File: config.mk
export PLATFORM = sky130hd
export DESIGN_NAME = uart_rx_frame
export DESIGN_NICKNAME = d
export VERILOG_FILES = /design/src/rtl/uart_pkg.sv /design/src/rtl/uart_baud_tick.sv /design/src/rtl/uart_rx_frame.sv
export SDC_FILE = /design/constraint.sdc
export NUM_CORES = 1
export LEC_CHECK = 0
export CAP_MARGIN = 30
export CELL_PAD_IN_SITES_DETAIL_PLACEMENT = 1
export CELL_PAD_IN_SITES_GLOBAL_PLACEMENT = 1
export CORE_MARGIN = 3
export CORE_UTILIZATION = 41
export DETAILED_ROUTE_END_ITERATION = 16
export GPL_ROUTABILITY_DRIVEN = 0
export PLACE_DENSITY = 0.77
export SLEW_MARGIN = 25
export SYNTH_ARGS = -nofsm -noshare
export SYNTH_HDL_FRONTEND = slang
export SYNTH_HIERARCHICAL = 1
export SYNTH_SLANG_ARGS = --single-unit
export TNS_END_PERCENT = 20
File: constraint.sdc
create_clock -name clk -period 2.8 [get_ports clk]
set_input_delay 0.28 -clock clk [delete_from_list [all_inputs] [get_ports clk]]
set_output_delay 0.28 -clock clk [all_outputs]
set_load 0.1 [all_outputs]
File: src/rtl/uart_pkg.sv
// Shared UART definitions: oversampling constants, FSM encoding, frame layout.
// Used by both the receiver and the transmitter.
package uart_pkg;

  localparam int OVS       = 16;
  localparam int OVS_W     = 4;
  localparam int SAMPLE_PT = 7;
  localparam int BIT_CNT_W = 3;

  localparam logic [2:0] ST_IDLE  = 3'd0;
  localparam logic [2:0] ST_START = 3'd1;
  localparam logic [2:0] ST_DATA  = 3'd2;
  localparam logic [2:0] ST_PAR   = 3'd3;
  localparam logic [2:0] ST_STOP  = 3'd4;
  localparam logic [2:0] ST_GAP   = 3'd5;
  localparam logic [2:0] ST_BREAK = 3'd6;

  typedef struct packed {
    logic [7:0] cmd;
    logic [7:0] addr;
  } frame_t;

  function automatic logic even_par(input logic [7:0] d);
    return ^d;
  endfunction

endpackage

File: src/rtl/uart_baud_tick.sv
// Free-running x16 oversample tick divider.
// clr_i restarts the phase so the next tick lands DIV clocks later.
module uart_baud_tick #(
  parameter int DIV = 10
) (
  input  logic clk,
  input  logic rst_n,
  input  logic clr_i,
  output logic tick_o
);

  localparam int CW = (DIV > 1) ? $clog2(DIV) : 1;
  localparam logic [CW-1:0] LAST = CW'(DIV - 1);

  logic [CW-1:0] cnt_q, cnt_d;

  always_comb begin
    cnt_d = cnt_q + CW'(1);
    if (clr_i || cnt_q == LAST) cnt_d = '0;
  end

  assign tick_o = (cnt_q == LAST) && !clr_i;

  always_ff @(posedge clk or negedge rst_n) begin
    if (!rst_n) cnt_q <= '0;
    else        cnt_q <= cnt_d;
  end

endmodule

File: src/rtl/uart_rx_frame.sv
// UART receiver assembling two bytes into one {cmd,addr} frame.
// Define UART_RX_PARITY_EN for 8E1 framing with parity checking.
module uart_rx_frame
  import uart_pkg::*;
#(
  parameter int CLK_HZ       = 50_000_000,
  parameter int BAUD         = 9600,
  parameter int TIMEOUT_BITS = 20
) (
  input  logic        clk,
  input  logic        rst_n,
  input  logic        rx,
  output logic [15:0] data_o,
  output logic        valid_o,
  output logic        busy_o,
  output logic        ferr_o,
  output logic        tout_o,
  output logic        perr_o
);

  localparam int DIV      = CLK_HZ / (BAUD * OVS);
  localparam int TO_TICKS = TIMEOUT_BITS * OVS;
  localparam int CW       = $clog2(TO_TICKS + 1);
  localparam logic [CW-1:0] TO_END  = CW'(TO_TICKS - 1);
  localparam logic [CW-1:0] BRK_END = CW'(OVS - 1);
  localparam logic [OVS_W-1:0] MID  = OVS_W'(SAMPLE_PT);

  logic rx_s1_q, rx_s2_q, rx_prev_q;
  logic [2:0] arm_q;
  logic tick, clr, fall, mid, rxs;

  logic [2:0]           state_q, state_d;
  logic [OVS_W-1:0]     ovs_q, ovs_d;
  logic [BIT_CNT_W-1:0] bit_q, bit_d;
  logic [7:0]           shift_q, shift_d;
  logic [7:0]           hi_q, hi_d;
  logic                 byte_idx_q, byte_idx_d;
  logic                 drop_q, drop_d;
  logic [CW-1:0]        cnt_q, cnt_d;
  frame_t               data_q, data_d;
  logic                 valid_q, valid_d;
  logic                 ferr_q, ferr_d;
  logic                 tout_q, tout_d;
  logic                 perr_d;

  uart_baud_tick #(.DIV(DIV)) u_tick (
    .clk    (clk),
    .rst_n  (rst_n),
    .clr_i  (clr),
    .tick_o (tick)
  );

  // arm_q holds off edge detection until the synchronizer carries real line data
  assign rxs  = rx_s2_q;
  assign fall = arm_q[2] & rx_prev_q & ~rx_s2_q;
  assign mid  = tick && (ovs_q == MID);

  always_comb begin
    state_d    = state_q;
    ovs_d      = tick ? ovs_q + OVS_W'(1) : ovs_q;
    bit_d      = bit_q;
    shift_d    = shift_q;
    hi_d       = hi_q;
    byte_idx_d = byte_idx_q;
    drop_d     = drop_q;
    cnt_d      = cnt_q;
    data_d     = data_q;
    valid_d    = 1'b0;
    ferr_d     = 1'b0;
    tout_d     = 1'b0;
    perr_d     = 1'b0;
    clr        = 1'b0;
    unique case (state_q)
      ST_IDLE: begin
        if (fall) begin
          clr     = 1'b1;
          ovs_d   = '0;
          drop_d  = 1'b0;
          state_d = ST_START;
        end
      end
      ST_START: begin
        if (mid) begin
          bit_d = '0;
          if (!rxs) begin
            state_d = ST_DATA;
          end else begin
            byte_idx_d = 1'b0;
            state_d    = ST_IDLE;
          end
        end
      end
      ST_DATA: begin
        if (mid) begin
          shift_d = {rxs, shift_q[7:1]};
          bit_d   = bit_q + BIT_CNT_W'(1);
          if (bit_q == '1) begin
`ifdef UART_RX_PARITY_EN
            state_d = ST_PAR;
`else
            state_d = ST_STOP;
`endif
          end
        end
      end
`ifdef UART_RX_PARITY_EN
      ST_PAR: begin
        if (mid) begin
          if (rxs != even_par(shift_q)) begin
            perr_d = 1'b1;
            drop_d = 1'b1;
          end
          state_d = ST_STOP;
        end
      end
`endif
      ST_STOP: begin
        if (mid) begin
          if (!rxs) begin
            ferr_d     = !drop_q;
            byte_idx_d = 1'b0;
            cnt_d      = '0;
            state_d    = ST_BREAK;
          end else if (drop_q) begin
            byte_idx_d = 1'b0;
            state_d    = ST_IDLE;
          end else if (!byte_idx_q) begin
            hi_d       = shift_q;
            byte_idx_d = 1'b1;
            cnt_d      = '0;
            state_d    = ST_GAP;
          end else begin
            data_d     = '{cmd: hi_q, addr: shift_q};
            valid_d    = 1'b1;
            byte_idx_d = 1'b0;
            state_d    = ST_IDLE;
          end
        end
      end
      ST_GAP: begin
        if (fall) begin
          clr     = 1'b1;
          ovs_d   = '0;
          state_d = ST_START;
        end else if (tick) begin
          if (cnt_q == TO_END) begin
            tout_d     = 1'b1;
            byte_idx_d = 1'b0;
            state_d    = ST_IDLE;
          end else begin
            cnt_d = cnt_q + CW'(1);
          end
        end
      end
      ST_BREAK: begin
        if (!rxs) begin
          cnt_d = '0;
        end else if (tick) begin
          if (cnt_q == BRK_END) state_d = ST_IDLE;
          else                  cnt_d   = cnt_q + CW'(1);
        end
      end
      default: begin
        byte_idx_d = 1'b0;
        state_d    = ST_IDLE;
      end
    endcase
  end

  always_ff @(posedge clk or negedge rst_n) begin
    if (!rst_n) begin
      rx_s1_q    <= 1'b1;
      rx_s2_q    <= 1'b1;
      rx_prev_q  <= 1'b1;
      arm_q      <= '0;
      state_q    <= ST_IDLE;
      ovs_q      <= '0;
      bit_q      <= '0;
      shift_q    <= '0;
      hi_q       <= '0;
      byte_idx_q <= 1'b0;
      drop_q     <= 1'b0;
      cnt_q      <= '0;
      data_q     <= '0;
      valid_q    <= 1'b0;
      ferr_q     <= 1'b0;
      tout_q     <= 1'b0;
    end else begin
      rx_s1_q    <= rx;
      rx_s2_q    <= rx_s1_q;
      rx_prev_q  <= rx_s2_q;
      arm_q      <= {arm_q[1:0], 1'b1};
      state_q    <= state_d;
      ovs_q      <= ovs_d;
      bit_q      <= bit_d;
      shift_q    <= shift_d;
      hi_q       <= hi_d;
      byte_idx_q <= byte_idx_d;
      drop_q     <= drop_d;
      cnt_q      <= cnt_d;
      data_q     <= data_d;
      valid_q    <= valid_d;
      ferr_q     <= ferr_d;
      tout_q     <= tout_d;
    end
  end

`ifdef UART_RX_PARITY_EN
  logic perr_q;

  always_ff @(posedge clk or negedge rst_n) begin
    if (!rst_n) perr_q <= 1'b0;
    else        perr_q <= perr_d;
  end

  assign perr_o = perr_q;
`else
  logic unused_perr;
  assign unused_perr = perr_d;
  assign perr_o      = 1'b0;
`endif

  assign data_o  = data_q;
  assign valid_o = valid_q;
  assign busy_o  = (state_q != ST_IDLE);
  assign ferr_o  = ferr_q;
  assign tout_o  = tout_q;

endmodule
==> impl_metrics.ini <==
[hold_path]
whs_path_depth = 1
min_to = rx_s1_q
hold_path.startpoint = rx
hp-class = input port to register

[flow_run]
cap_violations = 0

[synth]
ys.flop_type = dfrtp_1
synth_edf_count = 0
syn_area_um2 = 3260
yosysMostFrequentCell = dfrtp_1
ys_types = 54
yosysTopAreaCellShare = 0.514
async_reset_ff_frac = 1.00
yosysWarningCount = 6
seq_area_frac_synth = 0.538
syn_nets = 297
yosys-top-cells-count = dfrtp_1, mux2_1, nor2_1, nand2_1, o21ai_0
ys_ff_latch = 70
synthTopCellsByArea = dfrtp_1, mux2_1, mux2_2
synth_cells = 288
synth_area_leader_cell = dfrtp_1
avgSynthCellArea_um2 = 11.3

[sta]
slew_viol_final = 0
clock.fmax_mhz = 388
max_slew_margin = 0.371
worst_slew_pin_slew_ns = 0.943
period_share = 0.921
finalHoldViolations = 0
rsz0062_at_grt = true
finalCriticalPeriod_ns = 2.58
clock-skew-final_ns = 0.0160
finalSetupViolCount = 0
worst_slack_ns = 0.222

[worst_setup_path]
crit_fanout = 19
start_kind = register
startpoint = rx_s2_q
reg2reg_setup_slack_ns = 0.22
critPathRequiredTime_ns = 3.09
reg2regPathDepth = 9
slowest_delay_ns = 0.65
rr_startpoint = rx_s2_q
path_class = register to register
r2r_end = state_q[1]
cpMaxStageDelayCell = dfstp_2
crit_top_cell = nor2_1
worst_setup_path_end_kind = register
cp.arrival_ns = 2.87
crit_chain = nand3b_1 -> nor2_1 -> nor2_1 -> buf_4 -> inv_1 -> nor4b_2 -> o22ai_1 -> or4_1 -> nand2_1

[power_and_ir_drop]
seqPwrFrac = 0.508
pwr-share-clk = 0.348
p_sw_mw = 0.727
total_power_mw = 2.26
p_comb_frac = 0.144
p_sw_frac = 0.322
p_int_mw = 1.53
leakage_nw = 1.79
peakVddDrop_mv = 0.254
power.density_nw_per_um2 = 598

[status]
status = complete, no violations

[clock_network]
tritoncts = built
cts_root_buffer = clkbuf_8
cts_max_path_buffers = 2
clock_sink_count = 70
ctsHtreeMaxLevel = 3
clock_latency_ns = 0.36
postCtsSetupBuffers = 0
cts_made_buffers = 9
cts.reportedPaths.clkPinSlew_ns = 0.08

[layout]
n_antenna_cell = 0
nets = 327
syn2layout_area_growth_pct = 15.7
drive_gt1_frac = 0.217

[detailed_routing]
first_iter_violations = 60
wl_per_cell_um = 17.3
drc = 0
viasPerCell = 5.47
wirelength_um = 7300
dr.pass1.iters = 4
route.vias.total = 2310
ant_nets = 0

[die]
chipWidth_um = 95.2
die_y_um = 95.2
core-area_um2 = 7490
row_count = 31
die_area_um2 = 9060
ioPinCount = 24
start_util = 0.436

[global_routing]
overflow = 0
grt_max_degree = 43
grt_pass1_wl_um = 12400
first_global_vias = 2423
antenna_found_initial = 0
grtUsageTotal = 0.181

[placed_design]
dp_hpwl_um = 5090
io_buffers = 22
pre_cts_ws_ns = 0.193
how the worst max path moves through the flow:
stage	to	slack, ns	depth (start not counted)
after global placement	state_q[1]	0.27	9
after global routing	state_q[1]	-0.03	9
after CTS	data_o[0]	0.18	7
final	state_q[1]	0.22	9
after detailed placement	data_o[11]	0.19	7
after floorplan	data_o[0]	0.26	11
critical path: cells and delay by family, from the launching register on:
kind / cells / cell delay (ns)
AO/OA/AOI/OAI: 1 / 0.20
flip-flops: 1 / 0.65
buffers and inverters: 2 / 0.35
AND/OR/NAND/NOR: 6 / 1.31
sequential cells by signal, indices dropped and copies added, names as in the netlist, 3 cells and up:
register      flops
ovs_q             4
arm_q             3
state_q           3
data_o           16
bit_q             3
u_tick/cnt_q      9
hi_q              8
shift_q           8
cnt_q             9
power by group through the flow:
stage / Clock, mW / Combinational [mW] / Sequential (mW)
floorplan: 0 / 0.232 / 1.15
global placement: 0 / 0.312 / 1.16
detailed placement: 0 / 0.328 / 1.17
CTS: 0.806 / 0.331 / 1.15
global route: 0.861 / 0.373 / 1.16
finish: 0.785 / 0.324 / 1.15
timing repair:
item                                   CTS  global route
hold buffers                             1             0
resized for setup                        0             1
setup endpoints to repair                0             2
endpoints found under the hold margin   26             0
layout make-up:
type	count	area, µm²
clock buffers	9	124
multi-input cells	194	1410
repair buffers	33	263
clock inverters	7	62.6
fillers	815	3710
inverters	10	37.5
well taps	99	124
flip-flops and latches	70	1760
cells by family after synthesis:
| group | Yosys count | share of synthesized area |
|---|---|---|
| mux | 34 | 0.117 |
| xor+xnor | 6 | 0.0161 |
| other cells | 2 | 0.00230 |
| simple gates | 88 | 0.153 |
| flops | 70 | 0.538 |
| compound gates | 58 | 0.120 |
| buf+inv | 24 | 0.0307 |
| fa+ha+maj | 6 | 0.0230 |
stage by stage:
stage	setup TNS (ns)	hold slack, ns	utilization	std cells	area (µm²)
global route	-0.0265	0.322	0.504	422	3770
CTS	0	0.311	0.504	422	3770
floorplan	0	-0.0156	-	288	3260
finish	0	0.328	0.504	422	3770
global placement	0	0.332	0.478	405	3570
detailed placement	0	0.338	0.478	405	3570
layout by cell type, fill, tap and decap left out, drive strengths merged, types with 2 or more instances in the layout:
cell,synthesis,final
dfrtp,67,67
a21boi,2,2
a31oi,2,2
xor2,4,4
clkinvlp,0,3
or4,4,4
buf,7,31
inv,10,14
o41ai,3,3
xnor2,2,2
nand3,9,9
a21o,2,2
nor2b,7,7
dfstp,3,3
a21oi,11,11
mux2,32,32
or3,6,6
conb,2,2
and4,2,2
and4b,2,2
o31ai,8,8
a41oi,3,3
nor2,22,22
ha,6,6
mux2i,2,2
nand4,8,8
o21ai,22,22
clkbuf,7,9
and4bb,2,2
nor3,2,2
nand2,17,17
per-layer routing:
layer	up-vias	part of all wire	global-route usage
met1	1169	0.45	0.231
met3	10	0.030	0.0308
met4	0	0.019	0.0829
li1	1096	-	-
met2	35	0.50	0.301
met5	-	0	0
Note: power is estimated with default switching activity, not from simulation.
